--- config.mk ---
export PLATFORM = sky130hd
export DESIGN_NAME = demo_sysid_regs
export DESIGN_NICKNAME = d
export VERILOG_FILES = /design/src/rtl/demo_sysid_pkg.sv /design/src/rtl/demo_sysid_uptime.sv /design/src/rtl/demo_sysid_regs.sv
export SDC_FILE = /design/constraint.sdc
export NUM_CORES = 1
export LEC_CHECK = 0
export CAP_MARGIN = 20
export CORE_ASPECT_RATIO = 0.7
export CORE_MARGIN = 1.5
export CORE_UTILIZATION = 45
export DETAILED_ROUTE_END_ITERATION = 16
export PLACE_DENSITY = 0.78
export SLEW_MARGIN = 20
export SYNTH_ARGS = -nofsm -noshare
export SYNTH_HDL_FRONTEND = slang
export SYNTH_HIERARCHICAL = 1
export SYNTH_SLANG_ARGS = --single-unit
--- constraint.sdc ---
create_clock -name clock -period 1.25 [get_ports clock]
set_input_delay 0.125 -clock clock [delete_from_list [all_inputs] [get_ports clock]]
set_output_delay 0.125 -clock clock [all_outputs]
set_load 0.01 [all_outputs]
--- src/rtl/demo_sysid_pkg.sv ---
// Shared definitions for the system-ID register block: word offsets, CAPS layout
// and the byte-lane merge used for SCRATCH writes.
package demo_sysid_pkg;

    localparam logic [2:0] ADDR_ID        = 3'd0;
    localparam logic [2:0] ADDR_TIMESTAMP = 3'd1;
    localparam logic [2:0] ADDR_SCRATCH   = 3'd2;
    localparam logic [2:0] ADDR_CAPS      = 3'd3;
    localparam logic [2:0] ADDR_UPTIME_LO = 3'd4;
    localparam logic [2:0] ADDR_UPTIME_HI = 3'd5;
    localparam logic [2:0] ADDR_CTRL      = 3'd6;
    localparam logic [2:0] ADDR_RSVD      = 3'd7;

    localparam int unsigned CAPS_UPTIME_BIT  = 0;
    localparam int unsigned CAPS_VERSION_LSB = 8;

    function automatic logic [31:0] caps_word(input logic [7:0] version,
                                              input logic       uptime_en);
        logic [31:0] w;
        w                          = '0;
        w[CAPS_UPTIME_BIT]         = uptime_en;
        w[CAPS_VERSION_LSB +: 8]   = version;
        return w;
    endfunction

    function automatic logic [31:0] byte_merge(input logic [31:0] old_word,
                                               input logic [31:0] new_word,
                                               input logic [3:0]  be);
        logic [31:0] w;
        w = old_word;
        for (int unsigned i = 0; i < 4; i++) begin
            if (be[i]) begin
                w[8*i +: 8] = new_word[8*i +: 8];
            end
        end
        return w;
    endfunction

endpackage

--- src/rtl/demo_sysid_uptime.sv ---
// Free-running uptime: 16-bit prescaler feeding a 64-bit counter that advances
// once every TICK_DIV clocks and wraps silently; synchronous clear of both.
module demo_sysid_uptime
    import demo_sysid_pkg::*;
#(
    parameter int unsigned TICK_DIV = 1
) (
    input  logic        clock,
    input  logic        reset_n,
    input  logic        clear,
    output logic [63:0] count
);

    localparam logic [15:0] PRESCALE_LAST = 16'(TICK_DIV - 1);

    logic [15:0] prescaler;
    logic        tick;

    assign tick = (prescaler == PRESCALE_LAST);

    // A clear takes priority over a coincident tick so the counter lands on 0.
    always_ff @(posedge clock or negedge reset_n) begin
        if (!reset_n) begin
            prescaler <= '0;
            count     <= '0;
        end else if (clear) begin
            prescaler <= '0;
            count     <= '0;
        end else if (tick) begin
            prescaler <= '0;
            count     <= count + 64'd1;
        end else begin
            prescaler <= prescaler + 16'd1;
        end
    end

endmodule

--- src/rtl/demo_sysid_regs.sv ---
// System-ID register block with fixed one-cycle read latency.
// Optional uptime counter, UPTIME_HI shadow and CTRL clear under DEMO_SYSID_UPTIME_EN.
module demo_sysid_regs
    import demo_sysid_pkg::*;
#(
    parameter logic [31:0] SYSTEM_ID = 32'h0013_8202,
    parameter logic [31:0] TIMESTAMP = 32'h5037_0A25,
    parameter logic [7:0]  VERSION   = 8'h02,
    parameter int unsigned TICK_DIV  = 1
) (
    input  logic        clock,
    input  logic        reset_n,
    input  logic [2:0]  address,
    input  logic        read,
    input  logic        write,
    input  logic [31:0] writedata,
    input  logic [3:0]  byteenable,
    output logic [31:0] readdata,
    output logic        readdatavalid
);

    if (TICK_DIV < 1 || TICK_DIV > 65535) begin : g_tick_div_range
        $error("demo_sysid_regs: TICK_DIV must be in 1..65535");
    end

    logic [31:0] scratch;
    logic [31:0] rd_mux;

`ifdef DEMO_SYSID_UPTIME_EN
    localparam logic [31:0] CAPS_VALUE = caps_word(VERSION, 1'b1);

    logic [63:0] uptime_count;
    logic [31:0] uptime_hi_shadow;
    logic        ctrl_clear;

    assign ctrl_clear = write && (address == ADDR_CTRL) && byteenable[0] && writedata[0];

    demo_sysid_uptime #(
        .TICK_DIV (TICK_DIV)
    ) u_uptime (
        .clock   (clock),
        .reset_n (reset_n),
        .clear   (ctrl_clear),
        .count   (uptime_count)
    );

    // Snapshot uses the counter value before this edge's clear/increment.
    always_ff @(posedge clock or negedge reset_n) begin
        if (!reset_n) begin
            uptime_hi_shadow <= '0;
        end else if (read && (address == ADDR_UPTIME_LO)) begin
            uptime_hi_shadow <= uptime_count[63:32];
        end
    end

    always_comb begin
        rd_mux = '0;
        case (address)
            ADDR_ID:        rd_mux = SYSTEM_ID;
            ADDR_TIMESTAMP: rd_mux = TIMESTAMP;
            ADDR_SCRATCH:   rd_mux = scratch;
            ADDR_CAPS:      rd_mux = CAPS_VALUE;
            ADDR_UPTIME_LO: rd_mux = uptime_count[31:0];
            ADDR_UPTIME_HI: rd_mux = uptime_hi_shadow;
            ADDR_CTRL:      rd_mux = '0;
            ADDR_RSVD:      rd_mux = '0;
            default:        rd_mux = '0;
        endcase
    end
`else
    localparam logic [31:0] CAPS_VALUE = caps_word(VERSION, 1'b0);

    always_comb begin
        rd_mux = '0;
        case (address)
            ADDR_ID:        rd_mux = SYSTEM_ID;
            ADDR_TIMESTAMP: rd_mux = TIMESTAMP;
            ADDR_SCRATCH:   rd_mux = scratch;
            ADDR_CAPS:      rd_mux = CAPS_VALUE;
            ADDR_UPTIME_LO,
            ADDR_UPTIME_HI,
            ADDR_CTRL,
            ADDR_RSVD:      rd_mux = '0;
            default:        rd_mux = '0;
        endcase
    end
`endif

    // rd_mux sees SCRATCH before this edge's write, giving read-before-write.
    always_ff @(posedge clock or negedge reset_n) begin
        if (!reset_n) begin
            readdata      <= '0;
            readdatavalid <= 1'b0;
            scratch       <= '0;
        end else begin
            readdatavalid <= read;
            readdata      <= read ? rd_mux : '0;
            if (write && (address == ADDR_SCRATCH)) begin
                scratch <= byte_merge(scratch, writedata, byteenable);
            end
        end
    end

endmodule
Yosys cells after proc, flatten, opt, wreduce, memory -nomap -nowiden
Index checks and enable logic that the tools add are counted.
W data, S select, Z words.
{"block": "op_classes", "n_eq_ne": 7, "mux": 2, "n_reduce_logical": 7}
{"operator": "$pmux W32 S5", "n": 1}
{"operator": "$mux W32", "n": 1}
{"operator": "$eq A3 B3 Y1 const B", "n": 4}
{"operator": "$reduce_and A2 Y1", "n": 4}
{"operator": "$eq A3 B2 Y1 const B", "n": 2}
{"operator": "$reduce_or A4 Y1", "n": 1}
{"operator": "$eq A3 B1 Y1 const B", "n": 1}
{"operator": "$logic_not A3 Y1", "n": 1}
{"operator": "$logic_and A1 B1 Y1", "n": 1}
{"block": "totals", "regBits": 65, "output_inout_bits": 33}

Logic depth before layout (Yosys ltp)
{"block": "depth", "word_depth": 4, "ltp_mapped": 4, "mapped_depth_nobuf": 3}

Worst setup path before layout
No wires, ideal clock.
{"block": "synth_path", "kind": "input to register", "start": "input port address[2]", "end": "register scratch[0]", "setup_time_ns": 0.128, "t_arrival_ns": 0.979, "slack_ns": 0.143, "stages": 4, "n_path_buf": 1, "path_cell_list": "nor4bb_1 -> buf_2 -> nand2_2 -> mux2_1"}
{"block": "synth_via", "elab_chain_len": 3}
{"item": "from (decl)", "line": "demo_sysid_regs.sv:13", "source": "input logic [2:0] address,"}
{"item": "$eq A3 B2 Y1", "line": "demo_sysid_regs.sv:98", "source": "if (write && (address == ADDR_SCRATCH)) begin"}
{"item": "$logic_and A1 B1 Y1", "line": "demo_sysid_regs.sv:98"}
{"item": "$reduce_and A2 Y1 (no source line)"}
{"item": "to (signal assigned)", "line": "demo_sysid_regs.sv:99", "source": "scratch <= byte_merge(scratch, writedata, byteenable);"}
{"item": "to (decl)", "line": "demo_sysid_regs.sv:26", "source": "logic [31:0] scratch;"}
No other way between the ends.
A chain may end at the register's enable or synchronous reset.

Final worst setup path
{"block": "layout_path", "start": "input port address[0]", "end": "register scratch[15]"}
Same word-level chain as after synthesis.

==> summary.md <==
| Metric | Value |
|---|---|
| Drt first-iter violations | between 90 and 100 |
| Class of the most critical setup path | primary input to flop |
| Via count of the first global-routing pass | between 1.5k and 2k |
| Maximum frequency from static timing analysis | 842 MHz |
| Vias | 1556 |
| Die extent in x | 88.8 um |
| Die area | 0.00560 mm2 |
| Initial DRT Pass Iterations | 4 |
| # clock sinks | 65 |
| Number of antenna repair diodes | 0 |
| Input/output buffers | 75 |
| Worst EP arrival | 1.40 ns |
| # nets final | 294 |
| Worst Setup Start Kind | primary input |
| Core ar. | 0.00486 mm2 |
| Setup TNS Final | 0 ns |
| Most instantiated cells after synthesis | dfrtp_1, mux2_1, and2_1 |
| Fraction of the mapped netlist area in simple logic gates | 0.108 |
| Post-route clock skew | 0.00397 ns |
| Post-Synthesis Net Count | 200 |
| Worst R2R Path Depth | 1 |
| Outcome | finished, final reports clean |
| Transition time at the pin with the least slew margin | approximately 0.38 ns |
| Number of synthesized flops with an enable pin | 0 |
| Ys async rst share | 1.00 |
| Maximum number of pins on one net before global-route repair | between 60 and 70 |
| Reg-to-reg startpoint | scratch[15] |
| DRC errors left | 0 |
| GP Congestion | 0.724 |
| Total CTS buffers | 9 |
| Insertion delay of the later-clocked pin in the worst-skew pair | roughly 0.34 ns |
| Endpoint type of the worst setup path | flop |
| Row count | 21 |
| Power density relative to cell area | roughly 1400 mW/mm2 |
| Count of yosys warnings during synthesis | 6 |
| Worst hold margin | 0.298 ns |
| Post-DR vias/cell | just under 5 |
| WL per Instance | 15.5 um |
| Number of top-level pins | 76 |
| Flop-to-flop setup slack | 0.42 ns |
| Wire length of the first global-routing pass | around 8000 um |
| Shortest clock period the worst path allows after layout | 1.19 ns |
| Initial core utilization | 0.477 |
| Antenna violation net count after detailed routing | 0 |
| Final Total Pwr | about 4.8 mW |
| H-tree depth reported by CTS | 3 |
| Post-synthesis share of cell area spent on full adders, half adders and majority gates | 0 |
| WHS Path Cells | 3 |
| Chip Height | 63.1 um |
| Final hold violation count | 0 |
| Final setup viols | 0 |
| Final count of pins violating max slew | 0 |
| Startpoint of the lowest-slack hold path | address[1] |
| Worst setup startpoint | address[0] |
| Number of flip-flops and latches in the synthesized netlist | 65 |
| Cell area after synthesis | 0.00232 mm2 |
| Ys flop type | dfrtp_1 |
| Overall Global Routing Usage | 0.199 |
| CTS root buf | clkbuf_8 |
| Part of the cycle the worst path needs | 0.950 |
| Peak ir drop on the vdd network | roughly 760 uV |
| Proportion of synthesized chip area in sequential cells | 0.701 |
| Fraction of layout instances using a drive strength above 1 | 0.133 |
| Final WL | 5010 um |
| GRT Residual Overflow | 0 |
| Multiplexer share of the synthesized area | 0.155 |
| Unrepaired setup endpoints after global routing | false |
| Syn-to-layout area delta | 50.1% |
| Dpl hpwl | roughly 3400 um |
| Number of different library cells in the post-synthesis netlist | 14 |
| Tightest slew margin relative to the limit | 0.746 |
| Library cell occupying the most area in the post-synthesis netlist | dfrtp_1 |
| Mapped Cells | 157 |
| Endpoint of the worst-slack reg-to-reg timing path | scratch[15] |
| Main area contributors after synthesis | dfrtp_1, mux2_1, and2_1, a21oi_1, nand2b_1 |
| WHS Endpoint | readdata[20] |
| Mean post-synth cell area | 14.8 um2 |
| CTS clk-pin slew, worst paths | approximately 0.060 ns |
| Initial antenna violation count | 0 |
| Library cell with the highest instance count after synthesis | dfrtp_1 |
| Static leakage | 1.73 nW |
| Layout filler cell count | 341 |
| TritonCTS clock tree | built |
| Crit Path Max Fanout | 8 |
| Fraction of the mapped netlist area in compound gates | 0.0259 |
| Number of violations of the max-capacitance limit | 0 |
| Clk buf depth | 2 |
| Hold crit path type | primary input to flop |
| Dominant combinational cell family by area after synthesis | multiplexers |
| Required time at the endpoint of the critical path | roughly 1.5 ns |
| XOR/XNOR share of the synthesized area | 0 |
| Top-area cell type share of the netlist area | 0.701 |
==> worst max path at each step <==
stage,slack [ns],cells past startpoint,end
floorplan,0.14,4,scratch[0]
global placement,-0.43,5,scratch[26]
detailed placement,-0.49,5,scratch[23]
CTS,0.03,5,scratch[1]
global route,0.02,6,scratch[23]
finish,0.06,6,scratch[15]
==> metrics by stage <==
stage,setup slack [ns],area [um2],util,cells
floorplan,0.143,2320,-,157
global placement,-0.432,3220,0.663,306
detailed placement,-0.493,3220,0.663,306
CTS,0.0313,3440,0.708,322
global route,0.0179,3480,0.717,324
finish,0.0626,3480,0.717,324
==> cells in the final DEF (no fill, tap or decap) <==
cell type and instances:
a21oi_1 12, and2_1 18, and4bb_2 1, buf_12 3, buf_2 1, buf_4 8, buf_6 1, bufinv_16 1
clkbuf_1 1, clkbuf_8 11, clkdlybuf4s50_1 37, clkinv_2 2, dfrtp_1 65, dlygate4sd2_1 37, dlygate4sd3_1 1, inv_1 1
mux2_1 31, mux2_4 1, nand2_1 8, nand2_2 1, nand2_8 3, nand2b_1 5, nor2b_1 3, nor3_1 2
nor4bb_4 1
==> final cells by class <==
cell class | count | area (um2) | area share
timing repair buffer | 88 | 841 | 0.241
multi-input combinational | 86 | 731 | 0.210
clock inverter | 3 | 40.0 | 0.0115
clock buffer | 12 | 155 | 0.0445
inverter | 1 | 3.75 | 0.00108
sequential | 65 | 1630 | 0.467
tap | 69 | 86.3 | 0.0248
==> state kept, by name, summed over array words and instances (netlist names) <==
register       cells
readdatavalid      1
readdata          32
scratch           32
==> worst max-delay path, stage by stage <==
cell and delay [ns]:
dlygate4sd2_1 0.28, nor4bb_4 0.31, buf_6 0.17, buf_12 0.11
nand2_8 0.07, mux2_1 0.34
==> cells by family after synthesis <==
logic type | after synthesis
flip-flops | 65
AND/OR/NAND/NOR | 42
multiplexers | 32
AO/OA/AOI/OAI | 12
buffers and inverters | 6
==> routing by layer <==
metal | GRT usage | vias up | wire (um)
li1 | - | 714 | -
met1 | 0.265 | 769 | 2300
met2 | 0.293 | 65 | 2290
met3 | 0.0878 | 8 | 363
met4 | 0.0645 | 0 | 55
met5 | 0 | - | 0
==> power breakdown <==
part / leakage [nW] / total [mW] / switching [mW] / internal [mW]
Sequential: 0.844 / 2.51 / 0.127 / 2.38
Clock: 0.102 / 1.75 / 0.740 / 1.01
Combinational: 0.787 / 0.564 / 0.223 / 0.341
Total: 1.73 / 4.82 / 1.09 / 3.73
==> timing repair <==
item                                   in CTS  in global routing
endpoints found under the hold margin      65                  0
hold buffers                                1                  0
pin swaps                                   2                  0
resized for setup                          47                  0
setup endpoints to repair                  65                  6
buffers inserted                            0                  2
Note: power is estimated with default switching activity, not from simulation.
